$ cat config.mk
export PLATFORM = sky130hd
export DESIGN_NAME = serial_queue_ctrl
export DESIGN_NICKNAME = d
export VERILOG_FILES = /design/src/rtl/serq_pkg.sv /design/src/rtl/serq_fifo.sv /design/src/rtl/serial_queue_ctrl.sv
export SDC_FILE = /design/constraint.sdc
export NUM_CORES = 1
export LEC_CHECK = 0
export CAP_MARGIN = 20
export CORE_ASPECT_RATIO = 0.75
export CORE_MARGIN = 2
export CORE_UTILIZATION = 30
export DETAILED_ROUTE_END_ITERATION = 8
export PLACE_DENSITY_LB_ADDON = 0.15
export SYNTH_ARGS = -nofsm -noshare
export SYNTH_HDL_FRONTEND = slang
export SYNTH_SLANG_ARGS = --single-unit
$ cat constraint.sdc
create_clock -name clock1M -period 4.76 [get_ports clock1M]
set_clock_uncertainty 0.15 [all_clocks]
set_input_delay 0.476 -clock clock1M [delete_from_list [all_inputs] [get_ports clock1M]]
set_output_delay 0.476 -clock clock1M [all_outputs]
set_load 0.02 [all_outputs]
$ cat src/rtl/serq_pkg.sv
// Shared types, defaults and width helpers for the serial queue controller.
package serq_pkg;

    typedef enum logic [1:0] {SHIFT, HOLD, PUSH} serq_state_t;

    localparam int SERQ_DATA_W  = 8;
    localparam int SERQ_DEPTH   = 8;
    localparam int SERQ_BIT_DIV = 10;

    // Bits needed to hold the values 0..max_val (never less than 1).
    function automatic int cnt_w(input int max_val);
        return (max_val < 2) ? 1 : $clog2(max_val + 1);
    endfunction

    // Bits needed to address 'depth' entries (never less than 1).
    function automatic int ptr_w(input int depth);
        return (depth < 2) ? 1 : $clog2(depth);
    endfunction

endpackage

$ cat src/rtl/serq_fifo.sv
// DATA_W x DEPTH synchronous FIFO with registered read port, occupancy count
// and registered full/empty flags. A pop makes room for a same-cycle push.
module serq_fifo
    import serq_pkg::*;
#(
    parameter int DATA_W = SERQ_DATA_W,
    parameter int DEPTH  = SERQ_DEPTH
) (
    input  logic                    clk,
    input  logic                    reset,
    input  logic                    push,
    input  logic [DATA_W-1:0]       wdata,
    input  logic                    pop,
    output logic [DATA_W-1:0]       rdata,
    output logic                    rvalid,
    output logic [cnt_w(DEPTH)-1:0] count,
    output logic                    full,
    output logic                    empty
);
    localparam int AW = ptr_w(DEPTH);
    localparam int LW = cnt_w(DEPTH);

    logic [DATA_W-1:0] mem [DEPTH];
    logic [AW-1:0]     wr_ptr, rd_ptr;
    logic              push_fire, pop_fire;
    logic [LW-1:0]     count_nxt;

    assign pop_fire  = pop && !empty;
    assign push_fire = push && (!full || pop_fire);

    always_comb begin
        count_nxt = count;
        if (push_fire && !pop_fire)
            count_nxt = count + LW'(1);
        else if (pop_fire && !push_fire)
            count_nxt = count - LW'(1);
    end

    always_ff @(posedge clk) begin
        if (push_fire)
            mem[wr_ptr] <= wdata;
    end

    // Pointers wrap naturally since DEPTH is a power of two.
    always_ff @(posedge clk or negedge reset) begin
        if (!reset) begin
            wr_ptr <= '0;
            rd_ptr <= '0;
            rdata  <= '0;
            rvalid <= 1'b0;
            count  <= '0;
            full   <= 1'b0;
            empty  <= 1'b1;
        end else begin
            if (push_fire)
                wr_ptr <= wr_ptr + AW'(1);
            if (pop_fire) begin
                rd_ptr <= rd_ptr + AW'(1);
                rdata  <= mem[rd_ptr];
            end
            rvalid <= pop_fire;
            count  <= count_nxt;
            full   <= (count_nxt == LW'(DEPTH));
            empty  <= (count_nxt == '0);
        end
    end

endmodule

$ cat src/rtl/serial_queue_ctrl.sv
// Serial deserializer + enqueue FSM feeding a FIFO, all on clock1M with a bit-slot enable.
// Optional even-parity check per word when SERQ_PARITY_EN is defined.
module serial_queue_ctrl
    import serq_pkg::*;
#(
    parameter int DATA_W  = SERQ_DATA_W,
    parameter int DEPTH   = SERQ_DEPTH,
    parameter int BIT_DIV = SERQ_BIT_DIV
) (
    input  logic                    clock1M,
    input  logic                    reset,
    input  logic                    data_in,
    input  logic                    write_in,
    input  logic                    dequeue_in,
    output logic [DATA_W-1:0]       data_out,
    output logic                    data_valid,
    output logic [cnt_w(DEPTH)-1:0] len_out,
    output logic                    status_out,
    output logic                    full,
    output logic                    empty
`ifdef SERQ_PARITY_EN
    ,
    output logic                    parity_err
`endif
);
`ifdef SERQ_PARITY_EN
    localparam int NBITS = DATA_W + 1;
`else
    localparam int NBITS = DATA_W;
`endif
    localparam int TW = cnt_w(BIT_DIV - 1);
    localparam int CW = cnt_w(NBITS);

    serq_state_t       state, state_nxt;
    logic [TW-1:0]     tick_cnt;
    logic              bit_tick, shift_en, last_bit, pop_req, push;
    logic [DATA_W-1:0] sr;
    logic [CW-1:0]     bit_cnt;

    assign bit_tick   = (tick_cnt == TW'(BIT_DIV - 1));
    assign shift_en   = (state == SHIFT) && bit_tick && write_in;
    assign last_bit   = shift_en && (bit_cnt == CW'(NBITS - 1));
    assign pop_req    = dequeue_in && !empty;
    assign status_out = (state == SHIFT);

`ifdef SERQ_PARITY_EN
    logic par_bit, par_bad;
    assign par_bad    = ^{sr, par_bit};
    assign parity_err = (state == HOLD) && par_bad;
`endif

    always_ff @(posedge clock1M or negedge reset) begin
        if (!reset)
            tick_cnt <= '0;
        else if (bit_tick)
            tick_cnt <= '0;
        else
            tick_cnt <= tick_cnt + TW'(1);
    end

    always_ff @(posedge clock1M or negedge reset) begin
        if (!reset)
            state <= SHIFT;
        else
            state <= state_nxt;
    end

    // The final bit moves straight to HOLD so the word lands two edges later.
    always_comb begin
        state_nxt = state;
        push      = 1'b0;
        case (state)
            SHIFT: if (last_bit) state_nxt = HOLD;
            HOLD: begin
`ifdef SERQ_PARITY_EN
                if (par_bad)
                    state_nxt = SHIFT;
                else
`endif
                if (!full || pop_req)
                    state_nxt = PUSH;
            end
            PUSH: begin
                push      = 1'b1;
                state_nxt = SHIFT;
            end
            default: state_nxt = SHIFT;
        endcase
    end

    always_ff @(posedge clock1M or negedge reset) begin
        if (!reset) begin
            sr      <= '0;
            bit_cnt <= '0;
`ifdef SERQ_PARITY_EN
            par_bit <= 1'b0;
`endif
        end else if (shift_en) begin
`ifdef SERQ_PARITY_EN
            if (bit_cnt == CW'(DATA_W))
                par_bit <= data_in;
            else
`endif
            sr <= {sr[DATA_W-2:0], data_in};
            bit_cnt <= bit_cnt + CW'(1);
        end else if (state != SHIFT && state_nxt == SHIFT) begin
            bit_cnt <= '0;
        end
    end

    serq_fifo #(
        .DATA_W (DATA_W),
        .DEPTH  (DEPTH)
    ) u_fifo (
        .clk    (clock1M),
        .reset  (reset),
        .push   (push),
        .wdata  (sr),
        .pop    (dequeue_in),
        .rdata  (data_out),
        .rvalid (data_valid),
        .count  (len_out),
        .full   (full),
        .empty  (empty)
    );

endmodule

### After elaboration in Yosys (flattened, before gate mapping)

Memory sizes are Yosys's and may differ from the RTL's. A register that Yosys moved wholly into a read port is not among the register bits.
Index checks and enable logic that the tools add are counted.

| word-level totals | value |
|---|---|
| RAM bits | 64 |
| memories kept | 1 |
| output and inout port bits | 16 |
| input bits | 5 |
| memory bits (read-only) | 0 |
| bits in latches | 0 |
| flip-flop bits (word level) | 31 |
| word-level logic and storage cells | 52 |

| operators by class | value |
|---|---|
| multiplexer cells | 11 |
| multipliers | 0 |
| $lt $le $gt $ge | 0 |
| reductions and logical operators | 19 |
| divide/modulo/power cells | 0 |
| shift-type cells | 0 |
| equal/unequal tests | 5 |
| add/sub/neg operators | 6 |
| bitwise logic cells | 0 |

Memory list:

| memory | depth | bits a word | read ports | clocked after Yosys merged registers in | wr ports | line | source |
|---|---|---|---|---|---|---|---|
| u_fifo.mem | 8 | 8 | 1 | 1 | 1 | serq_fifo.sv:23 | `logic [DATA_W-1:0] mem [DEPTH];` |

Operators with widths:

| kind | count |
|---|---|
| $mux 4 | 5 |
| $add 4x1->4 const B | 3 |
| $eq 4x4->1 const B | 2 |
| $logic_and 1x1->1 | 8 |
| $add 3x1->3 const B | 2 |
| $logic_not 1->1 | 5 |
| $eq 4x3->1 const B | 1 |
| $logic_not 2->1 | 2 |
| $logic_not 4->1 | 1 |
| $mux 2 | 2 |
| $pmux 2 s2 | 1 |
| $reduce_bool 2->1 | 2 |
| $sub 4x1->4 const B | 1 |
| $mux 1 | 3 |
| $eq 2x1->1 const B | 1 |
| $eq 2x2->1 const B | 1 |
| $logic_or 1x1->1 | 1 |

### Logic depth before layout (Yosys ltp)

Gate-level depths: netlist of the first run.

| logic depth | value |
|---|---|
| depth in word-level cells | 10 |
| depth in mapped cells | 6 |
| gate-level depth less buffers | 6 |

### Cells and area by module

A second synthesis of the first run with hierarchy kept.

| unflattened totals | value |
|---|---|
| cells, all modules | 261 |
| area total of the unflattened synthesis | 4202.8 µm² |

Modules (own cells, without submodules):

| module | area an instance (µm²) | sequential area each (µm²) | cells each | instances |
|---|---|---|---|---|
| serq_fifo | 3403.3 | 2448.6 | 194 | 1 |
| serial_queue_ctrl | 799.5 | 450.4 | 67 | 1 |

### Least setup slack after synthesis of the first run

OpenSTA, ideal clock, no wires.

| timing path | value |
|---|---|
| path kind | register to register |
| start | reg u_fifo.empty |
| end | mem u_fifo.mem[1][0] (netlist name), enable pin |
| path slack | 2.470 ns |
| clock period less this slack | 2.290 ns |
| arrival time | 1.757 ns |
| buffers on the path | 1 |
| cell stages (with the launch flop) | 6 |
| data required time | 4.227 ns |
| cells stage by stage | dfstp_2 > nand2b_1 > buf_4 > a21oi_1 > nand2_1 > nor3_1 |

| between the ends | value |
|---|---|
| word-level cells in the longest chain between the ends | 6 |

RTL lines:

| what | line | source |
|---|---|---|
| start: declaration | serq_fifo.sv:18 | `output logic empty` |
| start signal: assignment | serq_fifo.sv:64 | `empty <= (count_nxt == '0);` |
| $logic_not 1->1 | serq_fifo.sv:28 | `assign pop_fire = pop && !empty;` |
| $logic_and 1x1->1 | serq_fifo.sv:28 |  |
| $logic_or 1x1->1 | serq_fifo.sv:29 | `assign push_fire = push && (!full \|\| pop_fire);` |
| $logic_and 1x1->1 | serq_fifo.sv:29 |  |
| $mux 1 | serq_fifo.sv:40 | `if (push_fire)` |
| $mux 1 (implied by the code) | serq_fifo.sv:41 | `mem[wr_ptr] <= wdata;` |
| end: declaration | serq_fifo.sv:23 |  |

No other way between the ends.

### Worst setup path in the final report of the first run

| timing path | value |
|---|---|
| start | in dequeue_in |
| end | mem u_fifo.mem[4][2] (netlist name), enable pin |

| between the ends | value |
|---|---|
| word-level cells in the longest chain between the ends | 5 |

RTL lines:

| what | line | source |
|---|---|---|
| start: declaration | serial_queue_ctrl.sv:14 | `input logic dequeue_in,` |
| $logic_and 1x1->1 | serq_fifo.sv:28 |  |
| $logic_or 1x1->1 | serq_fifo.sv:29 |  |
| $logic_and 1x1->1 | serq_fifo.sv:29 |  |
| $mux 1 | serq_fifo.sv:40 |  |
| $mux 1 (implied by the code) | serq_fifo.sv:41 |  |

No other way between the ends.

==> flow_summary_export.csv, run 1 <==
group,metric,value,unit
sta,rsz0062_at_grt,"false",
synthesis,netlist_instances,273,
floorplan,row_count,37,
sta,crit_share_post_route,54.9,%
synthesis,synth.yosys.seq_area_share,69.3,%
synthesis,synth.avg_cell_area,15.3,um2
routing,dr.pass1.iters,4,
clocking,cts_resized,0,
synthesis,synth_enable_flop_cells,64,
floorplan,chipHeight,106,um
finish,syn2layout_area_growth,18.0,%
sta,setup_total_negative_slack,0,ps
sta,final_hold_viol_count,0,
routing,detail_route.wirelength,8.40,mm
pwr,cellInternalPower,0.00188,W
synthesis,synthDominantCellAreaShare,46.0,%
sta,final_number_of_max_transition_violations,0,
clocking,cts-root-to-sink-buffers,2,
placement,place.port_buffers,20,
grt,grt.total_usage,12.0,%
grt,grt_pass1_vias,2139,
sta,timing_worst_slew_pin_value,922,ps
finish,insertedDiodeCount,0,
sta,finalSetupViolCount,0,
flow_run,drv_cap,0,
sta,max_freq,0.383,GHz
synthesis,synthesized_net_count,283,
synthesis,synthesis.yosys.warnings,0,
placement,dpl.hpwl,5.59,mm
finish,multi_input_logic_area,1210,um2
floorplan,floorplan.die_area,14900,um2
routing,routed-via-count,2215,
pwr,worst_ir_drop_vdd,0.000173,V
finish,final_layout_size_suffix_gt1_share,15.2,%
synthesis,netlist_area,4180,um2
routing,wire_per_inst,17.6,um
floorplan,pin_count,21,
grt,grt_first_pass_wirelength,13.1,mm
clocking,ctsHoldBuffers,0,
pwr,share_seq_of_total_power,44.7,%
pwr,swShare,27.9,%
finish,nFillCells,1251,
routing,drtIter0Drc,127,
sta,fin_crit,2610,ps
pwr,clock_power_share,32.3,%
critical_path,critical_path_class,"in2reg",
status,run_status,"finished, final reports clean",
clocking,htree_levels,3,
clocking,cts_inserted_buffers,9,
finish,layout.core_utilization,36.1,%
critical_path,cp_data_arrival_time,2440,ps
clocking,clock_sink_count,103,
synthesis,synth_ff_type,"edfxtp_1",
synthesis,yosys_register_bits,103,
sta,final_setup_slack_of_the_worst_path,2150,ps
pwr,power_per_cell_area,528,nW/um2
synthesis,synthDistinctLibCells,43,
floorplan,die_w,140,um
routing,average_via_count_per_standard_cell,4.64,
synthesis,synth_top_cell_by_area,"edfxtp_1",
placement,routabilityCongestion,0.747,
grt,number_of_antenna_violations_at_the_first_check_in_global_routing,0,
pwr,p_switching,0.000725,W
clocking,cts-root-buf,"clkbuf_16",
floorplan,fp.coreArea,13700,um2
critical_path,critPathRequiredTime,4590,ps
placement,detailedPlace.worstSlack,1790,ps
floorplan,effective_utilization_at_floorplan,30.6,%
sta,final.hold.worst_slack,115,ps
synthesis,asyncSetResetFlopFracSynth,37.9,%
routing,drt_drc_violations_left,0,
grt,grt_start_max_net_pins,40,
routing,drtAntennaViolNets,0,
clocking,clk_pin_slew,70,ps
grt,overflow,0,
finish,finalNetCount,307,
critical_path,setup.worst_path.start_class,"primary input",
critical_path,top_fanout_value_on_the_critical_path,25,
clocking,postCtsSetupBuffers,0,
pwr,power.leakage,1.83,nW
sta,timing.max_slew.rel_slack,38.6,%
synthesis,synth_area_leaders,"edfxtp_1 46%, dfrtp_1 23%, mux4_2 8.6%",
clocking,clk_latency,340,ps
finish,sequential_cell_area,2900,um2
pwr,power.share.combinational,23.0,%
critical_path,setup.worst_path.end_class,"flip-flop",
clocking,tritoncts,"built",
min_path,min_path_type,"in2async",
## cells in the mapped netlist, types with 5 or more instances
library cell / count
ha_1: 5
xnor2_1: 5
nor2_1: 11
a21oi_1: 5
nand2b_1: 6
dfrtp_1: 38
mux4_2: 16
edfxtp_1: 64
mux2i_1: 10
nand2_1: 45
o21ai_0: 13
## registers in the layout, summed over array words and instances, names as in the netlist, 3 cells and up
| signal | flops |
|---|---|
| u_fifo.wr_ptr | 3 |
| tick_cnt | 4 |
| bit_cnt | 4 |
| u_fifo.mem | 64 |
| sr | 8 |
| u_fifo.rdata | 8 |
| u_fifo.count | 4 |
| u_fifo.rd_ptr | 3 |
## layout by cell type (no fill, tap or decap), types with 5 or more instances in the layout
cell type / n
o21ai_0: 13
nand2_1: 45
dfrtp_1: 38
mux4_2: 16
edfxtp_1: 64
ha_1: 5
nand2b_1: 6
clkbuf_16: 9
nor2_1: 11
mux2i_1: 10
xnor2_1: 5
clkdlybuf4s50_1: 19
a21oi_1: 5
## routing by layer
layer  global-route usage [%]  part of all wire [%]  up-vias
li1                         -                     -     1064
met1                     18.3                    52     1094
met2                     15.8                    40       46
met3                     3.69                   5.8       11
met4                     4.76                   1.7        0
met5                        0                     0        -
## kinds of logic after synthesis
group           synth area share [%]
fa+ha+maj                       1.50
xor+xnor                        1.26
mux                             11.8
buf+inv                         1.74
flops                           69.3
simple gates                    10.8
compound gates                  3.59
## final timing paths
| path | start | end | slack [ps] | depth (start not counted) |
|---|---|---|---|---|
| min reg2reg | u_fifo.rdata[6] | u_fifo.rdata[6] | 330 | 2 |
| max in group asynchronous | reset | u_fifo.rdata[1] | 3760 | 1 |
| min | reset | tick_cnt[2] | 120 | 1 |
| max reg2reg | u_fifo.empty | u_fifo.mem[4][2] | 2290 | 5 |
| max | dequeue_in | u_fifo.mem[4][2] | 2150 | 6 |
| min in group clock1M | u_fifo.rdata[6] | u_fifo.rdata[6] | 330 | 2 |
## per-stage QoR
stage / cell area [um2] / instances / total power (W)
5_1_grt: 4940 / 477 / 0.00273
2_1_floorplan: 4180 / 273 / 0.00155
3_3_place_gp: 4560 / 460 / 0.00177
3_5_place_dp: 4560 / 460 / 0.00177
6_report: 4940 / 477 / 0.00260
4_1_cts: 4910 / 476 / 0.00262
## power groups by stage
stage / Combinational [W] / Sequential [W] / Clock [W]
6_report: 0.000600 / 0.00116 / 0.000841
5_1_grt: 0.000655 / 0.00118 / 0.000893
4_1_cts: 0.000563 / 0.00119 / 0.000867
3_5_place_dp: 0.000562 / 0.00121 / 0
3_3_place_gp: 0.000559 / 0.00121 / 0
2_1_floorplan: 0.000391 / 0.00116 / 0
## area by class of cell
cell class,count,share of cell area [%]
multi-input cells,154,24.5
clock buffers,9,4.56
repair buffers,24,4.97
flip-flops and latches,103,58.7
well taps,175,4.44
clock inverters,7,2.41
inverters,5,0.380
## worst max-delay path, stage by stage
cell and delay, ps:
clkdlybuf4s50_1 450, nand2b_1 50, buf_4 220, a21oi_1 420, nand2b_1 180, nor2_1 620
No activity file was read; power rests on OpenSTA's default activity.
==> run 2: changes to the inputs <==
==> constraint.sdc (replaced) <==
create_clock -name clock1M -period 2.3 [get_ports clock1M]
set_clock_uncertainty 0.15 [all_clocks]
set_input_delay 0.23 -clock clock1M [delete_from_list [all_inputs] [get_ports clock1M]]
set_output_delay 0.23 -clock clock1M [all_outputs]
set_load 0.02 [all_outputs]
==> run 2 against run 1 <==
  * Utilization is 0.93 points higher
  * Sequential power increased by 97%
  * Highest routed layer unchanged
  * Largest cell class unchanged
  * Wire length shrank 5.0%
  * Final area grew 2.6%
==> flow_summary_export.csv, run 2 (same netlist as run 1, synthesis figures left out) <==
group,metric,value,unit
status,run_status,"finished, final reports clean",
grt,grt.total_usage,11.8,%
min_path,min_path_type,"in2async",
sta,final_hold_viol_count,0,
routing,dr.pass1.iters,4,
routing,wire_per_inst,16.0,um
grt,overflow,0,
floorplan,chipHeight,106,um
routing,drt_drc_violations_left,0,
floorplan,die_w,140,um
critical_path,cp_data_arrival_time,2170,ps
sta,final.hold.worst_slack,188,ps
floorplan,pin_count,21,
routing,drtIter0Drc,139,
pwr,totalPowerFinal,0.00524,W
critical_path,ff2ff_setup_slack,210,ps
critical_path,cpPeakStageDelay,530,ps
critical_path,crit_chain,"nand2b_1, inv_2, and3_4, or3_4, a2111oi_2",
finish,layout.core_utilization,37.1,%
routing,routed-via-count,2277,
pwr,power_per_cell_area,1030,nW/um2
finish,max_ffs_per_register,64,
finish,insertedDiodeCount,0,
grt,number_of_antenna_violations_at_the_first_check_in_global_routing,0,
finish,finalNetCount,328,
finish,registers.top_by_ff_count,"u_fifo.mem",
floorplan,floorplan.die_area,14900,um2
routing,average_via_count_per_standard_cell,4.57,
sta,setup_total_negative_slack,0,ps
floorplan,effective_utilization_at_floorplan,30.6,%
pwr,worst_ir_drop_vdd,0.000405,V
critical_path,top_fanout_value_on_the_critical_path,7,
grt,grt_pass1_vias,2257,
flow_run,drv_cap,0,
routing,detail_route.wirelength,7.99,mm
sta,fin_crit,2090,ps
critical_path,r2r-start,"u_fifo.empty",
sta,timing_worst_slew_pin_value,441,ps
sta,rsz0062_at_grt,"false",
grt,grt_start_max_net_pins,18,
critical_path,path_delay_family,"simple AND/OR/NAND/NOR gates",
critical_path,critPathBufInv,1,
floorplan,fp.coreArea,13700,um2
placement,place.port_buffers,20,
finish,layout_top_registers,"u_fifo.mem (64), sr (8), u_fifo.rdata (8)",
clocking,clk_pin_slew,70,ps
placement,postPlaceCellArea,4730,um2
clocking,clock_sink_count,103,
routing,drtAntennaViolNets,0,
clocking,cts-root-buf,"clkbuf_16",
clocking,tritoncts,"built",
critical_path,crit_slowest_cell,"dfstp_2",
critical_path,critPathRequiredTime,2390,ps
pwr,power.leakage,1.95,nW
sta,final_number_of_max_transition_violations,0,
clocking,htree_levels,3,
sta,timing.max_slew.rel_slack,70.4,%
sta,max_freq,0.479,GHz
finish,most_common_cell_after_layout_fill_and_taps_aside,"edfxtp_1",
finish,layout.cells.most_common_list,"64 x edfxtp_1, 45 x nand2_1, 38 x dfrtp_1",
finish,finish.instance_area,5060,um2
critical_path,setup.worst_path.start_class,"flip-flop",
clocking,clk_latency,340,ps
critical_path,worst_r2r_endpoint,"u_fifo.full",
sta,crit_share_post_route,90.8,%
critical_path,setup.worst_path.end_class,"flip-flop",
critical_path,critical_path_class,"reg2reg",
critical_path,ff2ff_path_depth,5,
floorplan,row_count,37,
grt,grt_first_pass_wirelength,12.9,mm
finish,final_layout_size_suffix_gt1_share,20.7,%
placement,dpl.hpwl,5.56,mm
sta,finalSetupViolCount,0,
placement,routabilityCongestion,0.737,
finish,syn2layout_area_growth,21.1,%
clocking,cts_inserted_buffers,9,
clocking,cts-root-to-sink-buffers,2,
[run 2: changes by cell type in the layout (fill, tap and decap cells not counted)]
cell           change
clkinvlp_4         -1
dlygate4sd3_1      +1
buf_16             -1
bufinv_16          -1
nor4_1             -1
buf_12             +1
buf_4             +20
clkinv_4           +1
clkinv_2           +3
inv_6              -2
nor4_2             +1
[run 2: stage by stage]
| stage | std cells | setup slack [ps] |
|---|---|---|
| 2_1_floorplan | 273 | 9.74 |
| 3_3_place_gp | 481 | 68.2 |
| 3_5_place_dp | 481 | 32.9 |
| 4_1_cts | 498 | 169 |
| 5_1_grt | 498 | 85.1 |
| 6_report | 498 | 212 |
[run 2: timing repair]
item / in CTS / in global routing
endpoints found under the setup margin: 0 / 1
gates resized for setup: 0 / 1
buffers inserted: 0 / 0
hold buffers: 1 / 0
hold endpoints to repair: 14 / 0
[run 2: final cells by class]
type	instances	area [um2]
clock inverter	7	87.6
fill	1263	8590
sequential	103	2900
tap	175	219
multi-input combinational	154	1220
timing repair buffer	45	398
inverter	5	18.8
clock buffer	9	225
[run 2: report_power, final]
part           leakage [nW]  switching [W]  total, W  internal [W]
Sequential             1.06       0.000177   0.00229       0.00212
Clock                 0.157       0.000638   0.00158      0.000945
Combinational         0.729       0.000643   0.00136      0.000716
[run 2: worst max-delay path by stage]
stage / to / cells past startpoint / start / slack [ps]
6_report: u_fifo.full / 5 / u_fifo.empty / 210
5_1_grt: u_fifo.full / 5 / u_fifo.empty / 90
4_1_cts: u_fifo.full / 5 / u_fifo.empty / 170
3_5_place_dp: u_fifo.mem[7][7] / 6 / dequeue_in / 30
3_3_place_gp: u_fifo.mem[7][7] / 6 / dequeue_in / 70
2_1_floorplan: u_fifo.mem[1][0] / 5 / u_fifo.empty / 10
[run 2: layer usage]
metal	GRT usage, %	wire [um]	vias to the layer above
met5	0	0	-
met4	4.55	129	0
met3	3.20	228	8
met2	17.5	3630	29
met1	16.5	4000	1138
li1	-	-	1102
[run 2: worst reg2reg max path, stage by stage (launching register included)]
cell	delay, ps
dfstp_2	530
nand2b_1	270
inv_2	130
and3_4	190
or3_4	370
a2111oi_2	340
==> run 3: changes to the inputs <==
--- a/config.mk
+++ b/config.mk
@@ -10,6 +10,7 @@
 export CORE_MARGIN = 2
 export CORE_UTILIZATION = 30
 export DETAILED_ROUTE_END_ITERATION = 8
+export GPL_ROUTABILITY_DRIVEN = 0
 export PLACE_DENSITY_LB_ADDON = 0.15
 export SYNTH_ARGS = -nofsm -noshare
 export SYNTH_HDL_FRONTEND = slang
==> constraint.sdc (replaced) <==
create_clock -name clock1M -period 1.8 [get_ports clock1M]
set_clock_uncertainty 0.15 [all_clocks]
set_input_delay 0.18 -clock clock1M [delete_from_list [all_inputs] [get_ports clock1M]]
set_output_delay 0.18 -clock clock1M [all_outputs]
set_load 0.02 [all_outputs]
==> run 3 against run 2 <==
  * The run now ends with negative setup slack left
  * First-iteration DRC count down 2.9%
  * Die area is the same
  * Worst setup slack worse by 230 ps
  * Total power increased by 28%
  * Wire length rose by 3.9%
  * Utilization rose by 1.7 points
  * Cell count increased by 1.8%
  * Non-clock buffer count up 9
  * Register-to-register slack worse by 230 ps
==> flow_summary_export.csv, run 3 (same netlist as run 1, synthesis figures left out) <==
group,metric,value,unit
finish,insertedDiodeCount,0,
sta,final_hold_viol_count,0,
floorplan,chipHeight,106,um
sta,timing.max_slew.rel_slack,70.6,%
finish,post_layout_nonfiller_instances,507,
finish,most_common_cell_after_layout_fill_and_taps_aside,"edfxtp_1",
sta,setup_total_negative_slack,-111,ps
grt,grt.total_usage,12.3,%
min_path,min_path_type,"in2async",
routing,average_via_count_per_standard_cell,4.55,
grt,grt_start_max_net_pins,25,
routing,drtIter0Drc,135,
pwr,worst_ir_drop_vdd,0.000465,V
critical_path,crit_slowest_cell,"dfstp_2",
finish,layout.cells.most_common_list,"64 x edfxtp_1, 44 x nand2_1, 37 x dfrtp_1",
clocking,postCtsSetupBuffers,0,
pwr,power_per_cell_area,1270,nW/um2
grt,met2_demand_to_capacity_share_in_global_routing,17.5,%
clocking,cts-root-buf,"clkbuf_16",
placement,postPlaceCellArea,4980,um2
sta,finalSetupViolCount,9,
routing,wire_per_inst,16.4,um
grt,number_of_antenna_violations_at_the_first_check_in_global_routing,0,
critical_path,setup.worst_path.end_class,"flip-flop",
clocking,clock_sink_count,103,
pwr,power.leakage,2.01,nW
finish,nFillCells,1256,
finish,registers.top_by_ff_count,"u_fifo.mem",
finish,finalNetCount,337,
flow_run,drv_cap,0,
routing,drt_drc_violations_left,0,
sta,crit_share_post_route,101,%
routing,routed-via-count,2308,
floorplan,pin_count,21,
critical_path,cp_data_arrival_time,1910,ps
floorplan,floorplan.die_area,14900,um2
finish,multi_input_logic_area,1330,um2
sta,final_setup_slack_of_the_worst_path,-21.7,ps
critical_path,setup.worst_path.start_class,"flip-flop",
critical_path,ff2ff_setup_slack,-20,ps
critical_path,crit_chain,"nand2b_4, inv_4, and3_4, or3_4, a2111oi_4",
pwr,totalPowerFinal,0.00672,W
finish,max_ffs_per_register,64,
sta,final_number_of_max_transition_violations,0,
grt,grt_pass1_vias,2382,
floorplan,die_w,140,um
placement,placed_cells,490,
clocking,clk_pin_slew,70,ps
sta,rsz0062_at_grt,"true",
status,run_status,"finished with violations",
routing,drtAntennaViolNets,0,
status,violated_checks,"negative setup slack",
grt,grt-busiest-layer,"met1",
critical_path,r2r-start,"u_fifo.empty",
critical_path,top_fanout_value_on_the_critical_path,6,
grt,overflow,0,
finish,syn2layout_area_growth,26.8,%
finish,finish.instance_area,5300,um2
clocking,cts-root-to-sink-buffers,2,
clocking,tritoncts,"built",
critical_path,critPathRequiredTime,1890,ps
routing,detail_route.wirelength,8.30,mm
finish,sequential_cell_area,2900,um2
sta,timing_worst_slew_pin_value,442,ps
sta,fin_crit,1820,ps
clocking,clk_latency,340,ps
placement,dpl.hpwl,5.84,mm
floorplan,effective_utilization_at_floorplan,30.6,%
sta,max_freq,0.549,GHz
finish,final_layout_size_suffix_gt1_share,27.7,%
placement,place.port_buffers,20,
critical_path,ff2ff_path_depth,5,
floorplan,row_count,37,
sta,final.hold.worst_slack,161,ps
grt,grt.met1_usage,17.9,%
finish,layout_top_registers,"u_fifo.mem (64), sr (8), u_fifo.rdata (8)",
floorplan,fp.coreArea,13700,um2
grt,met3_resource_use_gr,3.65,%
critical_path,worst_r2r_endpoint,"u_fifo.full",
clocking,htree_levels,3,
grt,grt_first_pass_wirelength,13.6,mm
critical_path,critical_path_class,"reg2reg",
routing,dr.pass1.iters,4,
clocking,cts_inserted_buffers,9,
critical_path,cpPeakStageDelay,530,ps
[run 3: cell types whose count changed in the layout (fill, tap and decap cells not counted), moves of 4 or more]
cell | before | now
clkdlybuf4s50_1 | 19 | 15
nor2_4 | 0 | 4
nor2_1 | 11 | 4
buf_12 | 1 | 7
[run 3: worst max path at each step]
stage / to / from / slack [ps]
final: u_fifo.full / u_fifo.empty / -20
after floorplan: u_fifo.mem[0][0] / u_fifo.empty / -110
after detailed placement: u_fifo.mem[0][1] / dequeue_in / -250
after global placement: u_fifo.mem[0][7] / dequeue_in / -250
after global routing: u_fifo.full / u_fifo.empty / -110
after CTS: u_fifo.empty / u_fifo.empty / -20
[run 3: per-layer routing]
| metal | part of all wire, % | wire length [um] | vias up |
|---|---|---|---|
| li1 | - | - | 1123 |
| met1 | 52 | 4340 | 1149 |
| met2 | 43 | 3550 | 29 |
| met3 | 3.8 | 312 | 7 |
| met4 | 1.2 | 98 | 0 |
| met5 | 0 | 0 | - |
[run 3: layout make-up]
| type | instances | area share (%) |
|---|---|---|
| clock buffer | 12 | 4.84 |
| clock inverter | 4 | 0.543 |
| inverter | 5 | 0.401 |
| multi-input combinational | 154 | 25.1 |
| sequential | 103 | 54.7 |
| tap | 175 | 4.13 |
| timing repair buffer | 54 | 10.3 |
[run 3: what timing repair did]
action | in CTS | in global routing
hold buffers | 1 | 0
gates resized for setup | 6 | 6
setup endpoints to repair | 14 | 21
cloned | 0 | 0
endpoints found under the hold margin | 38 | 0
pin swaps | 0 | 1
[run 3: metrics by stage]
step / worst slack (ps) / utilization (%)
floorplan: -106 / -
global placement: -247 / 36.5
detailed placement: -249 / 36.5
CTS: -17.8 / 38.6
global route: -115 / 38.8
finish: -21.7 / 38.8
[run 3: power breakdown]
part | switching, W | leakage [nW] | total [W] | internal, W
Clock | 0.000836 | 0.143 | 0.00186 | 0.00102
Sequential | 0.000208 | 1.06 | 0.00292 | 0.00271
Combinational | 0.000902 | 0.812 | 0.00195 | 0.00105
Total | 0.00195 | 2.01 | 0.00672 | 0.00478
[run 3: critical path: cells and delay by family (launching register included)]
| kind | cells | cell delay [ps] |
|---|---|---|
| AOI/OAI and AO/OA | 1 | 280 |
| buffers and inverters | 1 | 60 |
| DFF | 1 | 530 |
| and+or+nand+nor | 3 | 700 |
